--- src/rtl/player_input_capture.sv ---
// Button front-end for the Genius game: synchronize, debounce, and turn each
// new single-button press into a one-cycle strobe with a held one-hot pattern.
//
// state        | meaning
// RELEASE_WAIT | after reset, wait for the debounced vector to read all-released
// ARMED        | all released; the next non-zero debounced vector is a new press
// HELD         | press already handled; ignore changes until full release
module player_input_capture #(
  parameter  int DATA_WIDTH      = 4,
  parameter  int DEBOUNCE_CYCLES = 16,
  localparam int CNT_WIDTH       = $clog2(DEBOUNCE_CYCLES)
) (
  input  logic                  clk,
  input  logic                  rst,
  input  logic [DATA_WIDTH-1:0] buttons_raw,
  input  logic                  player_wr,
  output logic [DATA_WIDTH-1:0] player_input,
  output logic                  button_player_pressed,
  output logic                  multi_press_error,
  output logic [DATA_WIDTH-1:0] buttons_debounced
);

  localparam logic [1:0] RELEASE_WAIT = 2'd0;
  localparam logic [1:0] ARMED        = 2'd1;
  localparam logic [1:0] HELD         = 2'd2;

  localparam logic [CNT_WIDTH-1:0] CNT_MAX = CNT_WIDTH'(DEBOUNCE_CYCLES - 1);

  logic [DATA_WIDTH-1:0] sync1_q, sync1_d;
  logic [DATA_WIDTH-1:0] sync2_q, sync2_d;
  logic [DATA_WIDTH-1:0] cand_q, cand_d;
  logic [CNT_WIDTH-1:0]  cnt_q, cnt_d;
  logic [DATA_WIDTH-1:0] deb_q, deb_d;
  logic [1:0]            state_q, state_d;
  logic [DATA_WIDTH-1:0] pin_q, pin_d;
  logic                  pressed_q, pressed_d;
  logic                  err_q, err_d;
  logic                  one_hot;

  // Clearing the lowest set bit leaves zero only for a single-bit vector.
  assign one_hot = (deb_q & (deb_q - DATA_WIDTH'(1))) == '0;

  always_comb begin
    sync1_d = buttons_raw;
    sync2_d = sync1_q;
    cand_d  = cand_q;
    cnt_d   = cnt_q;
    deb_d   = deb_q;
    if (sync2_q != cand_q) begin
      cand_d = sync2_q;
      cnt_d  = '0;
    end else if (cnt_q == CNT_MAX) begin
      deb_d = cand_q;
    end else begin
      cnt_d = cnt_q + CNT_WIDTH'(1);
    end
  end

  always_comb begin
    state_d   = state_q;
    pin_d     = pin_q;
    pressed_d = 1'b0;
    err_d     = 1'b0;
    case (state_q)
      RELEASE_WAIT: if (deb_q == '0) state_d = ARMED;
      ARMED: begin
        if (deb_q != '0) begin
          state_d = HELD;
          if (player_wr) begin
            if (one_hot) begin
              pin_d     = deb_q;
              pressed_d = 1'b1;
            end else begin
              err_d = 1'b1;
            end
          end
        end
      end
      HELD:    if (deb_q == '0) state_d = ARMED;
      default: state_d = RELEASE_WAIT;
    endcase
  end

  always_ff @(posedge clk) begin
    if (rst) begin
      sync1_q   <= '0;
      sync2_q   <= '0;
      cand_q    <= '0;
      cnt_q     <= '0;
      deb_q     <= '0;
      state_q   <= RELEASE_WAIT;
      pin_q     <= '0;
      pressed_q <= 1'b0;
      err_q     <= 1'b0;
    end else begin
      sync1_q   <= sync1_d;
      sync2_q   <= sync2_d;
      cand_q    <= cand_d;
      cnt_q     <= cnt_d;
      deb_q     <= deb_d;
      state_q   <= state_d;
      pin_q     <= pin_d;
      pressed_q <= pressed_d;
      err_q     <= err_d;
    end
  end

  assign player_input          = pin_q;
  assign button_player_pressed = pressed_q;
  assign multi_press_error     = err_q;
  assign buttons_debounced     = deb_q;

endmodule

--- config.mk ---
export PLATFORM = sky130hd
export DESIGN_NAME = player_input_capture
export DESIGN_NICKNAME = d
export VERILOG_FILES = /design/src/rtl/player_input_capture.sv
export SDC_FILE = /design/constraint.sdc
export NUM_CORES = 1
export LEC_CHECK = 0
export ABC_AREA = 1
export CAP_MARGIN = 20
export CORE_UTILIZATION = 57
export CTS_BUF_LIST = sky130_fd_sc_hd__clkbuf_4 sky130_fd_sc_hd__clkbuf_8
export CTS_CLUSTER_SIZE = 25
export DETAILED_ROUTE_END_ITERATION = 7
export DONT_BUFFER_PORTS = 1
export PLACE_DENSITY = 0.81
export SLEW_MARGIN = 20
export SYNTH_ARGS = -nofsm -noshare
export SYNTH_HDL_FRONTEND = slang
export SYNTH_SLANG_ARGS = --single-unit
--- constraint.sdc ---
create_clock -name clk -period 1.35 [get_ports clk]
set_clock_uncertainty 0.2 [all_clocks]
set_input_delay 0.2025 -clock clk [delete_from_list [all_inputs] [get_ports clk]]
set_output_delay 0.2025 -clock clk [all_outputs]
set_load 0.005 [all_outputs]
==> key figures <==
Place
  – Dpl ws: -0.06665 ns
  – IO Port Bufs: 0
  – Placer Congestion: 0.8009
  – DP Wirelength: 1310 um
  – Cell Area, Placed: 1186 um2

Flow run
  – Max cap viols: 0

Worst setup path
  – Worst EP required: around 1.4 ns
  – Crit Path Category: in2reg
  – CP Launch Type: input port
  – Worst Path Max Fanout: 11
  – Slowest stage delay, CP: 0.59 ns
  – FF-to-FF Start: cnt_q[0]
  – Reg-to-Reg End: cnt_q[0]
  – R2R Setup Slk: about 0.011 ns
  – CP endpoint kind: register
  – Crit path cell chain: dlygate4sd3_1 -> inv_1 -> nand3_2 -> a21oi_1
  – CP delay by family, top: buffers and inverters
  – Arrival @ worst endpoint: 1.40 ns
  – Reg2Reg Depth: 5
  – Buf+Inv Stages, Crit Path: 2
  – Worst path slowest cell: dlygate4sd3_1

GRT
  – Largest net degree at the start of global routing: 17
  – Global-route wire length before repair: 3056 um
  – Number of global-route vias before repair: a little over 800
  – Antenna violations before repair: 0
  – Gr usage total: around 20%
  – Grt ovf: 0

Clock tree
  – CTS Buffer Depth: 2
  – Worst-skew pair later-pin latency: between 0.3 and 0.4 ns
  – CTS Root Cell: clkbuf_4
  – H-tree depth: 1
  – CTS tree: built
  – Sink Count: 28
  – Num CTS Buffers: 3
  – CTS clk-pin slew, worst paths: 0.15 ns

Hold path
  – Hold crit path type: in2reg
  – Hold Crit Depth: 2
  – Hold endpoint: sync1_q[2]
  – Worst min-delay path startpoint: rst

Final layout
  – Final nets: 187
  – Ant diodes: 0
  – Finished Core Util: 84.14%
  – Multi-input logic area: 514.2 um2
  – Post-route cell area: 1500 um2
  – Area growth, synth to finish: 34.42%
  – Share of post-route cells with drive strength above 1: 32.58%
  – Most frequent cells in the layout: 32 x nor2_1, 26 x nand2_1, 20 x inv_1
  – Register Area: 584.3 um2
  – Commonest non-fill, non-tap cell in the layout: nor2_1
  – Fillers: 103

Power
  – Switch share: 20.68%
  – Combinational power share: under 10%
  – Net Switching: approximately 310 uW
  – Pleak: around 0.0007 uW
  – Max VDD drop: 1.084 mV
  – PD cells: 1009 nW/um2
  – Clock power frac: a little over a third
  – Sequential power share: 56.6%
  – Internal Pwr Total: roughly 1200 uW

Timing
  – Final setup TNS: 0 ns
  – Max Slew Vio Count: 0
  – Relative slew slack: just under 80%
  – Hold Vio Cnt, Final: 0
  – Worst setup margin: ~0.011 ns
  – Setup violators final: 0
  – RSZ-0062 raised after global routing: true
  – Hold Slack: 0.2578 ns
  – Final cycle utilization of the critical path: between 90 and 100%
  – Least-Margin Pin Slew: about 0.34 ns
  – Minimum clock period: 1.339 ns
  – Fmax achieved: between 700 and 800 MHz

Floorplan
  – # IOs: 17
  – Die X: 46.25 um
  – Die area: 2139 um2
  – CORE AREA: 1783 um2
  – # rows: 15
  – Die height: about 46 um
  – Initial core utilization: 62.60%

Routing
  – Drt drc: 0
  – ANT nets after route: 0
  – First DRT Iteration DRCs: 16
  – Routed wire per std cell: 10.80 um
  – Total Wirelength: about 2200 um
  – Pre-Repair DR Iteration Count: 6
  – Via density: ~4.8
  – Via count: between 900 and 1000

Synthesis
  – Yosys reg bits: 28
  – Post-Syn Area: 1116 um2
  – Syn_area_per_cell: 7.343 um2
  – Syn nets: 160
  – Seq/Total Area, Yosys: 50.22%
  – Yosys warns: 0
  – Cells after synthesis: 152
  – Yosys cell types: 18

Status
  – Status: complete, no violations
## worst max path at each step
| stage | slack (ns) | from | to | depth (start not counted) |
|---|---|---|---|---|
| floorplan | 0.003 | cnt_q[0] | cnt_q[0] | 5 |
| global placement | 0.02 | cnt_q[0] | cnt_q[0] | 5 |
| detailed placement | -0.07 | cnt_q[1] | buttons_debounced[0] | 7 |
| CTS | 0.0002 | cnt_q[1] | buttons_debounced[1] | 7 |
| global route | -0.04 | cnt_q[0] | buttons_debounced[0] | 7 |
| finish | 0.01 | rst | cnt_q[1] | 4 |
## stage by stage
stage | total power, uW | std cells
floorplan | 942.7 | 152
global placement | 951.9 | 181
detailed placement | 956.3 | 181
CTS | 1511 | 201
global route | 1576 | 203
finish | 1513 | 203
## cell type report
cell class	count	share of cell area (%)
sequential	28	38.95
clock buffer	3	1.501
clock inverter	1	2.002
tap	25	2.085
inverter	28	7.006
timing repair buffer	24	14.18
multi-input combinational	94	34.28
## power by group through the flow
| stage | Combinational, uW | Sequential, uW | Clock [uW] |
|---|---|---|---|
| finish | 117 | 857 | 540 |
| global route | 128 | 859 | 589 |
| CTS | 111 | 861 | 539 |
| detailed placement | 80.5 | 876 | 0 |
| global placement | 77.6 | 874 | 0 |
| floorplan | 68.5 | 874 | 0 |
## synthesized netlist by cell type
cell,n,area [um2]
nand2_1,32,120.1
inv_1,27,101.4
inv_2,1,3.750
nor3_2,1,10.01
buf_2,1,5.000
nand3_1,6,30.03
dfxtp_1,28,560.5
nand4_1,4,25.02
o21ai_1,2,10.01
or2_2,1,6.260
ha_1,1,12.51
a21oi_1,5,25.02
nor2_4,3,33.78
nand3_4,1,17.52
clkbuf_1,1,3.750
nor2_1,35,131.4
o21ai_0,2,10.01
nand3_2,1,10.01
## cell families after synthesis
family / synth area share (%)
buffers and inverters: 10.20
adders and majority gates: 1.121
and+or+nand+nor: 34.42
AOI/OAI and AO/OA: 4.036
DFF: 50.22
## layer usage
| layer | track usage (%) | share of wire [%] | wire length (um) |
|---|---|---|---|
| met4 | 7.059 | 1.4 | 31 |
| met5 | 0 | 0 | 0 |
| met2 | 40.56 | 54 | 1179 |
| met3 | 3.529 | 4.1 | 90 |
| met1 | 20.38 | 41 | 891 |
## registers in the layout, indices dropped and copies added (netlist names)
register / flops
button_player_pressed: 1
buttons_debounced: 4
cand_q: 4
cnt_q: 4
multi_press_error: 1
player_input: 4
state_q: 2
sync1_q: 4
sync2_q: 4
## timing repair
| action | in CTS | in global routing |
|---|---|---|
| gates resized for setup | 15 | 26 |
| setup buffers | 3 | 2 |
| hold buffers | 13 | 1 |
| endpoints found under the hold margin | 16 | 1 |
| endpoints found under the setup margin | 9 | 17 |
| pin swaps | 8 | 14 |
(Power assumes the default switching activity.)
